$ cat src/rtl/alu_control_seq.sv
// ---------------------------------------------------------------------------
// alu_control_seq
//
// Purpose:
//   Registered, handshaked ALU control decode. An opcode field from the
//   decode stage is turned into an ALU control code and held on the output
//   until the ALU consumes it. Codes flagged in MC_MASK are multi-cycle: they
//   are held for MC_CYCLES extra cycles (busy_o high) before being presented.
//
// Ports:
//   clk_i        clock, all state changes on the rising edge
//   rst_i        synchronous active-high reset
//   in_valid_i   opcode on in_op_i is valid
//   in_ready_o   block can accept an opcode this cycle (no in_valid_i path)
//   in_op_i      instruction opcode field, top 2 bits are the class
//   out_valid_o  alu_cnt_o is valid for the ALU
//   out_ready_i  ALU consumes alu_cnt_o this cycle
//   alu_cnt_o    ALU control code (registered)
//   illegal_o    alu_cnt_o came from an illegal opcode, qualified by out_valid_o
//   busy_o       multi-cycle hold in progress
// ---------------------------------------------------------------------------
module alu_control_seq #(
  parameter int unsigned                 OP_W        = 6,
  parameter int unsigned                 CNT_W       = 4,
  parameter logic [(1 << CNT_W)-1:0]     MC_MASK     = 16'h0F00,
  parameter int unsigned                 MC_CYCLES   = 3,
  parameter logic [CNT_W-1:0]            DEFAULT_CNT = 4'b0111
) (
  input  logic             clk_i,
  input  logic             rst_i,
  input  logic             in_valid_i,
  output logic             in_ready_o,
  input  logic [OP_W-1:0]  in_op_i,
  output logic             out_valid_o,
  input  logic             out_ready_i,
  output logic [CNT_W-1:0] alu_cnt_o,
  output logic             illegal_o,
  output logic             busy_o
);

  localparam int unsigned IDX_W = OP_W - 2;

  // A zero-cycle configuration never enters HOLD, but the counter still
  // needs at least one bit to stay a legal vector.
  localparam int unsigned HC_W = (MC_CYCLES > 0) ? $clog2(MC_CYCLES + 1) : 1;
  localparam logic [HC_W-1:0] HOLD_LOAD =
    HC_W'((MC_CYCLES > 0) ? (MC_CYCLES - 1) : 0);

  typedef enum logic [1:0] {
    IDLE,
    HOLD,
    VALID
  } state_e;

  state_e            state_q, state_d;
  logic [HC_W-1:0]   hold_cnt_q, hold_cnt_d;
  logic [CNT_W-1:0]  alu_cnt_q, alu_cnt_d;
  logic              illegal_q, illegal_d;
  logic              out_valid_q, out_valid_d;
  logic              busy_q, busy_d;

  logic [1:0]        op_class;
  logic [IDX_W-1:0]  op_idx;
  logic [31:0]       idx_ext;
  logic [CNT_W-1:0]  dec_code;
  logic              dec_illegal;
  logic              dec_multi;
  logic              in_ready;
  logic              accept;

  assign op_class = in_op_i[OP_W-1:OP_W-2];
  assign op_idx   = in_op_i[OP_W-3:0];
  // Widening to 32 bits lets one comparison cover both index fields that are
  // narrower and wider than the code width.
  assign idx_ext  = 32'(op_idx);

  // Opcode decode. Load/store/branch all use add (code 0). In the ALU class
  // the index is the code itself, except that index 5 aliases to code 1 for
  // compatibility with the old decoder; indices that do not fit in a code are
  // replaced by DEFAULT_CNT and flagged illegal.
  always_comb begin
    dec_code    = '0;
    dec_illegal = 1'b0;
    if (op_class == 2'b11) begin
      if (idx_ext >= (32'd1 << CNT_W)) begin
        dec_code    = DEFAULT_CNT;
        dec_illegal = 1'b1;
      end else if (idx_ext == 32'd5) begin
        dec_code = CNT_W'(1);
      end else begin
        dec_code = idx_ext[CNT_W-1:0];
      end
    end
  end

  assign dec_multi = (MC_CYCLES != 0) && MC_MASK[dec_code];

  // Ready depends only on state and the downstream ready, so the upstream
  // sequencer can base its valid on it without a combinational loop. A
  // VALID entry can be replaced in the same cycle it is consumed.
  always_comb begin
    in_ready = 1'b0;
    if (!rst_i) begin
      case (state_q)
        IDLE:    in_ready = 1'b1;
        VALID:   in_ready = out_ready_i;
        default: in_ready = 1'b0;
      endcase
    end
  end

  assign accept     = in_valid_i && in_ready;
  assign in_ready_o = in_ready;

  // Next-state logic. A capture loads the decoded code and chooses between
  // presenting it at once or holding it for the multi-cycle count. The
  // output flags are computed from the next state so they can be registered.
  always_comb begin
    state_d    = state_q;
    hold_cnt_d = hold_cnt_q;
    alu_cnt_d  = alu_cnt_q;
    illegal_d  = illegal_q;

    case (state_q)
      IDLE: begin
        if (accept) begin
          alu_cnt_d = dec_code;
          illegal_d = dec_illegal;
          if (dec_multi) begin
            state_d    = HOLD;
            hold_cnt_d = HOLD_LOAD;
          end else begin
            state_d = VALID;
          end
        end
      end
      HOLD: begin
        if (hold_cnt_q == '0) begin
          state_d = VALID;
        end else begin
          hold_cnt_d = hold_cnt_q - 1'b1;
        end
      end
      VALID: begin
        if (out_ready_i) begin
          if (accept) begin
            alu_cnt_d = dec_code;
            illegal_d = dec_illegal;
            if (dec_multi) begin
              state_d    = HOLD;
              hold_cnt_d = HOLD_LOAD;
            end else begin
              state_d = VALID;
            end
          end else begin
            state_d = IDLE;
          end
        end
      end
      default: begin
        state_d = IDLE;
      end
    endcase

    out_valid_d = (state_d == VALID);
    busy_d      = (state_d == HOLD);
  end

  // State and output registers. Reset abandons any held operation.
  always_ff @(posedge clk_i) begin
    if (rst_i) begin
      state_q     <= IDLE;
      hold_cnt_q  <= '0;
      alu_cnt_q   <= '0;
      illegal_q   <= 1'b0;
      out_valid_q <= 1'b0;
      busy_q      <= 1'b0;
    end else begin
      state_q     <= state_d;
      hold_cnt_q  <= hold_cnt_d;
      alu_cnt_q   <= alu_cnt_d;
      illegal_q   <= illegal_d;
      out_valid_q <= out_valid_d;
      busy_q      <= busy_d;
    end
  end

  assign out_valid_o = out_valid_q;
  assign alu_cnt_o   = alu_cnt_q;
  assign illegal_o   = illegal_q;
  assign busy_o      = busy_q;

endmodule

$ cat config.mk
export PLATFORM = sky130hd
export DESIGN_NAME = alu_control_seq
export DESIGN_NICKNAME = d
export VERILOG_FILES = /design/src/rtl/alu_control_seq.sv
export SDC_FILE = /design/constraint.sdc
export NUM_CORES = 1
export LEC_CHECK = 0
export ABC_AREA = 1
export BUFFER_PORTS_ARGS = -buffer_cell sky130_fd_sc_hd__buf_2
export CELL_PAD_IN_SITES_DETAIL_PLACEMENT = 1
export CELL_PAD_IN_SITES_GLOBAL_PLACEMENT = 2
export CORE_MARGIN = 2
export CORE_UTILIZATION = 22
export DETAILED_ROUTE_END_ITERATION = 16
export PLACE_DENSITY = 0.73
export RECOVER_POWER = 25
export SLEW_MARGIN = 20
export SYNTH_ARGS = -nofsm -noshare
export SYNTH_HDL_FRONTEND = slang
export SYNTH_SLANG_ARGS = --single-unit
$ cat constraint.sdc
create_clock -name clk_i -period 1.07 [get_ports clk_i]
set_input_delay 0.0535 -clock clk_i [delete_from_list [all_inputs] [get_ports clk_i]]
set_output_delay 0.0535 -clock clk_i [all_outputs]
set_load 0.01 [all_outputs]
==> results of run 1 <==
-- registers in the layout, indices dropped and copies added, names as in the netlist --
register / cells
out_valid_o: 1
busy_o: 1
hold_cnt_q: 2
alu_cnt_o: 4
state_q: 2
-- worst paths after layout --
path                       from             to  slack, ps  cells past startpoint
setup reg to reg  hold_cnt_q[0]  hold_cnt_q[1]         70                      7
setup / recovery     state_q[0]     in_ready_o         50                      4
hold reg to reg    alu_cnt_o[3]   alu_cnt_o[3]        470                      2
hold / removal       in_op_i[1]   alu_cnt_o[1]         80                      3
-- power by group through the flow --
stage	clock network, mW	logic (mW)	registers, mW
6_report	0.329	0.104	0.388
5_1_grt	0.368	0.119	0.389
4_1_cts	0.343	0.104	0.387
3_5_place_dp	0	0.103	0.395
3_3_place_gp	0	0.101	0.395
2_1_floorplan	0	0.0646	0.398
-- placed cells by master (no fill, tap or decap), types with 2 or more instances in the layout --
cell type	count
dfxtp_1	7
inv_2	3
o21ai_1	2
buf_4	3
nand2_1	8
a21oi_1	8
clkbuf_4	3
nand3_1	4
buf_2	13
dfxtp_2	3
inv_1	10
nor2_1	5
clkbuf_1	3
-- layer usage --
metal | up-vias | share of wire (%)
li1 | 241 | -
met3 | 2 | 3.8
met1 | 206 | 46
met2 | 9 | 48
met5 | - | 0
met4 | 0 | 2.7
-- critical path, cell delays in order (launching register included) --
cell,delay [ps]
dfxtp_2,340
inv_2,80
nand3_4,100
inv_1,70
buf_2,120
-- timing repair --
action	in CTS	in global routing
pin swaps	1	2
gates resized for setup	5	6
setup endpoints to repair	6	7
buffers inserted	0	1
-- final cells by class --
| cell class | instances | area (um2) |
|---|---|---|
| fillers | 289 | 1500 |
| multi-input cells | 39 | 245 |
| inverters | 14 | 55.1 |
| clock buffers | 4 | 36.3 |
| flip-flops and latches | 10 | 204 |
| repair buffers | 19 | 98.8 |
| well taps | 28 | 35.0 |
-- kinds of logic (layout without fill, tap and decap cells) --
group | count (synthesis) | after routing
simple gates | 24 | 24
buf+inv | 16 | 37
compound gates | 13 | 13
flops | 10 | 10
fa+ha+maj | 1 | 1
other cells | 1 | 1
-- stage by stage --
stage / hold slack [ps] / setup slack, ps
finish: 78.3 / 54.1
CTS: 75.3 / -4.73
global route: 75.8 / -5.10
floorplan: 212 / 45.1
detailed placement: 353 / -72.2
global placement: 346 / -47.0
==> summary.md, run 1 <==
| Metric | Value |
|---|---|
| Status | `completed` |
| Root buffer cell | `clkbuf_4` |
| Average size of a mapped cell | `around 7.7 um2` |
| Met3 Track Usage GR | `1.72%` |
| Part of the power in registers | `around 47%` |
| Clock Power Share | `40.0%` |
| Vias | `458` |
| Number of synthesis warnings | `0` |
| Layer carrying the most global-route usage | `met2` |
| Pleak | `approximately 0.34 nW` |
| Post-Route WL | `1120 um` |
| Critical path class | `reg -> out` |
| Comb pwr share | `roughly an eighth` |
| Die W | `around 52 um` |
| Commonest cells post-synth | `inv_1 (11), dfxtp_1 (10), a21oi_1 (9), nand2_1 (9), nor2_1 (6)` |
| Share of layout cells above drive strength 1 | `around 41%` |
| Setup tns final | `0 ps` |
| Asr flop ratio synth | `0%` |
| DRC | `0` |
| Met1 Use GR | `between 10% and 20%` |
| Vias in the first global route | `about 480` |
| Post-route minimum period | `about 1000 ps` |
| Fmax | `984 MHz` |
| PortBufs | `16` |
| Clock Sinks | `10` |
| Initial antenna violation count | `0` |
| Post-place instance area | `about 600 um2` |
| Cts hold-fix bufs | `0` |
| Largest family of logic cells by synthesized area | `simple AND/OR/NAND/NOR gates` |
| Largest net degree at the start of global routing | `9` |
| Floorplan core area | `between 2000 and 2500 um2` |
| Synth Flop Type | `dfxtp_1` |
| Worst-Skew Late Latency | `between 200 and 300 ps` |
| RSZ-0062 raised after global routing | `yes` |
| Post-Route Utilization | `31.1%` |
| DRT iter0 DRCs | `0` |
| Synth area leaders | `dfxtp_1 (40%), a21oi_1 (9.0%), inv_1 (8.3%), nand2_1 (6.8%), nor2_1 (4.5%)` |
| Max cap viols | `0` |
| Routability Congestion | `around 0.63` |
| Adder-cell share of the synthesized area | `under 10%` |
| Via-to-Cell Ratio | `about 4` |
| Post-DP HPWL | `a little over 900 um` |
| Syn_nets | `76` |
| Clock Path Buffers | `2` |
| H-tree depth | `1` |
| Met2 Usage GRT | `16.9%` |
| I/O pin cnt | `18` |
| Internal Power | `~0.63 mW` |
| N_diodes | `0` |
| Clock Pin Slew Worst Setup and Hold Paths | `70 ps` |
| Type of destination of the critical path | `output pin` |
| CTS tree | `done` |
| Post-Syn Area | `498 um2` |
| Initial core utilization | `a little under a quarter` |
| Switching pwr | `around 0.19 mW` |
| Drt pass-1 iters | `1` |
| Post-Synthesis Cells | `65` |
| WP data arrival | `approximately 960 ps` |
| Data required time of the critical path | `~1000 ps` |
| Register area share after synthesis | `between 40% and 50%` |
| CP startpoint kind | `register` |
| WL per Instance | `between 9 and 10 um` |
| Clock skew | `4.65 ps` |
| Grt ovf | `0` |
| GR Util All Layers | `between 10 and 15%` |
| Pwr per Cell Area | `approximately 1200 nW/um2` |
| Most instantiated library cell after synthesis | `inv_1` |
| Yosys reg bits | `10` |
| Most area-hungry cell type in the Yosys netlist | `dfxtp_1` |
| Final max-slew violation count | `0` |
| Antenna Nets Post-Route | `0` |
| Post-route cell area | `around 670 um2` |
| Synth Area in Simple Gates | `approximately 28%` |
| Die Ht | `roughly 52 um` |
| Synth top area share | `40.2%` |
| Final-report hold violation count | `0` |
| First-pass GRT wire length | `1960 um` |
| CP max FO | `4` |
| Syn-to-layout area delta | `35.4%` |
| Fin cells | `around 110` |
| Tcrit/Tclk final | `a little over nine tenths` |
| Hold WC Path Type | `in -> reg` |
| Total power | `0.821 mW` |
| Sw Share | `23.1%` |
| Post-synth EDFFs | `0` |
| Placed Instances | `roughly 110` |
| # rows | `17` |
| Endpoints failing setup | `0` |
| Synth Area in Compound Gates | `between 10% and 20%` |
| Cell variety after synth | `20` |
| Die area | `approximately 2700 um2` |
| Post-synthesis mux area share | `0%` |
| CTS buffer count | `3` |
| Layout Nets | `98` |
| XOR/XNOR Fraction of Synth Area | `0%` |
| Max IR drop VDD | `around 0.00054 V` |
Note: power is estimated with default switching activity, not from simulation.
==> inputs of run 2 (changes only) <==
--- a/config.mk
+++ b/config.mk
@@ -10,9 +10,10 @@
 export CELL_PAD_IN_SITES_DETAIL_PLACEMENT = 1
 export CELL_PAD_IN_SITES_GLOBAL_PLACEMENT = 2
 export CORE_MARGIN = 2
-export CORE_UTILIZATION = 22
+export CORE_UTILIZATION = 24
+export CTS_BUF_LIST = sky130_fd_sc_hd__clkbuf_2 sky130_fd_sc_hd__clkbuf_4 sky130_fd_sc_hd__clkbuf_8
 export DETAILED_ROUTE_END_ITERATION = 16
-export PLACE_DENSITY = 0.73
+export PLACE_DENSITY = 0.78
 export RECOVER_POWER = 25
 export SLEW_MARGIN = 20
 export SYNTH_ARGS = -nofsm -noshare
==> run 2 against run 1 <==
Compared with the run above: clock power is 22% lower; worst setup slack worse by 10 ps; sequential power hardly changed; critical path depth stayed put; non-clock buffer count stayed put; total power is 8.4% lower; register-to-register slack worse by 20 ps; final cell count is 1.8% lower; sequential cell count stayed put; global-route usage is 0.59 points higher; core utilization is 2.6 points higher; sequential share of layout area is 0.44 points higher; largest power group unchanged.
==> summary.md, run 2 (synthesis gave the netlist of run 1 again) <==
| Metric | Value |
|---|---|
| Status | `completed (unchanged)` |
| Clock Pin Slew Worst Setup and Hold Paths | `70 ps (about the same)` |
| Root buffer cell | `clkbuf_4 (unchanged)` |
| I/O pin cnt | `18 (unchanged)` |
| Placed Instances | `108 (was 109)` |
| Data required time of the critical path | `1020 ps (about the same)` |
| Antenna Nets Post-Route | `0 (unchanged)` |
| Initial core utilization | `25.4% (was 23.0%)` |
| Pleak | `0.325 nW (was 0.336 nW)` |
| Setup tns final | `0 ps (unchanged)` |
| Die area | `2460 um2 (was 2660 um2)` |
| Share of layout cells above drive strength 1 | `38.8% (was 40.7%)` |
| Post-DP HPWL | `907 um (was 916 um)` |
| WL per Instance | `10.1 um (was 9.81 um)` |
| Slowest stage cell, crit path | `dfxtp_2 (unchanged)` |
| Max cap viols | `0 (unchanged)` |
| CTS tree | `done (unchanged)` |
| GR Util All Layers | `10.7% (was 10.1%)` |
| Max FFs per register | `4 (unchanged)` |
| Fmax | `974 MHz (was 984 MHz)` |
| Vias | `473 (was 458)` |
| Pwr per Cell Area | `1140 nW/um2 (was 1220 nW/um2)` |
| Via-to-Cell Ratio | `4.22 (was 4.02)` |
| Endpoints failing setup | `0 (unchanged)` |
| Max stage delay on crit path | `340 ps (about the same)` |
| Grt ovf | `0 (unchanged)` |
| Most frequent cells in the layout | `buf_2 (13), inv_1 (11), nand2_1 (8), a21oi_1 (8), dfxtp_1 (8) (was buf_2 (13), inv_1 (10), nand2_1 (8), a21oi_1 (8), dfxtp_1 (7))` |
| CTS buffer count | `3 (unchanged)` |
| Post-route minimum period | `1030 ps (was 1020 ps)` |
| Type of destination of the critical path | `output pin (unchanged)` |
| Die Ht | `49.6 um (was 51.6 um)` |
| Cts hold-fix bufs | `0 (unchanged)` |
| Hold WC Path Type | `in -> reg (unchanged)` |
| Worst slack at placement | `-77.1 ps (was -72.2 ps)` |
| Post-Route WL | `1130 um (was 1120 um)` |
| Final-report hold violation count | `0 (unchanged)` |
| Die W | `49.6 um (was 51.6 um)` |
| PortBufs | `16 (unchanged)` |
| CP max FO | `4 (unchanged)` |
| Routability Congestion | `0.688 (was 0.635)` |
| Worst setup margin | `43.7 ps (was 54.1 ps)` |
| Layout Nets | `98 (unchanged)` |
| DRT iter0 DRCs | `5 (was 0)` |
| Most common cell after layout, fill and taps aside | `buf_2 (unchanged)` |
| Clock skew | `7.64 ps (was 4.65 ps)` |
| Max IR drop VDD | `0.000465 V (was 0.000544 V)` |
| N_diodes | `0 (unchanged)` |
| Syn-to-layout area delta | `32.7% (was 35.4%)` |
| Floorplan core area | `1960 um2 (was 2170 um2)` |
| RSZ-0062 raised after global routing | `yes (unchanged)` |
| Drt pass-1 iters | `4 (was 1)` |
| FILL cells | `265 (was 289)` |
| Largest net degree at the start of global routing | `9 (unchanged)` |
| Initial antenna violation count | `0 (unchanged)` |
| Tcrit/Tclk final | `95.9% (was 94.9%)` |
| Critical path class | `reg -> out (unchanged)` |
| Vias in the first global route | `460 (was 482)` |
| Clock Sinks | `10 (unchanged)` |
| # rows | `16 (was 17)` |
| CP startpoint kind | `register (unchanged)` |
| DRC | `0 (unchanged)` |
| First-pass GRT wire length | `1920 um (was 1960 um)` |
| Total power | `0.753 mW (was 0.821 mW)` |
| WP data arrival | `970 ps (was 960 ps)` |
| Final max-slew violation count | `0 (unchanged)` |
| H-tree depth | `1 (unchanged)` |
| Fin cells | `112 (was 114)` |
| CP Cell Sequence | `inv_2 -> nand3_4 -> inv_1 -> buf_6 (was inv_2 -> nand3_4 -> inv_1 -> buf_2)` |
| Clock Path Buffers | `2 (unchanged)` |
| Worst-Skew Late Latency | `260 ps (was 250 ps)` |
==> run 2: through the flow <==
step                utilization, %  hold slack, ps  area, um2
floorplan                        -             212        498
global placement              31.0             350        608
detailed placement            31.0             355        608
finish                        33.7            80.1        661
CTS                           32.7            66.7        641
global route                  33.7            98.8        661
==> run 2: routing by layer <==
| metal | up-vias | GRT usage [%] | part of all wire, % |
|---|---|---|---|
| li1 | 241 | - | - |
| met1 | 218 | 12.5 | 45 |
| met2 | 12 | 16.4 | 49 |
| met3 | 2 | 3.03 | 4.9 |
| met4 | 0 | 8.33 | 1.7 |
| met5 | - | 0 | 0 |
==> run 2: repair_timing <==
action                                  in CTS  in global routing
resized for setup                            5                  4
hold endpoints to repair                     0                  0
buffers inserted                             0                  1
endpoints found under the setup margin       7                  8
pin swaps                                    0                  2
==> run 2: power breakdown <==
part / total (mW) / switching, mW / internal [mW] / leakage, nW
Combinational: 0.110 / 0.0628 / 0.0472 / 0.229
Clock: 0.256 / 0.126 / 0.130 / 0.0138
Sequential: 0.387 / 0.00487 / 0.382 / 0.0822
==> run 2: area by class of cell <==
| class | instances | area [um2] | share of cell area (%) |
|---|---|---|---|
| Sequential cell | 10 | 203 | 30.7 |
| Timing Repair Buffer | 19 | 106 | 16.1 |
| Tap cell | 27 | 33.8 | 5.11 |
| Inverter | 14 | 55.1 | 8.33 |
| Clock buffer | 3 | 22.5 | 3.41 |
| Multi-Input combinational cell | 39 | 240 | 36.4 |
==> run 2: worst max-delay path: cells and delay by family (launching register included) <==
family,cells,cell delay (ps)
DFF,1,340
buffers and inverters,3,270
and+or+nand+nor,1,100
==> run 2: final timing paths <==
| path | slack, ps | cells after the start | end | startpoint |
|---|---|---|---|---|
| hold reg to reg | 470 | 2 | alu_cnt_o[3] | alu_cnt_o[3] |
| setup / recovery | 40 | 4 | in_ready_o | state_q[0] |
| hold / removal | 80 | 3 | alu_cnt_o[1] | in_op_i[1] |
| setup reg to reg | 50 | 6 | state_q[1] | hold_cnt_q[0] |
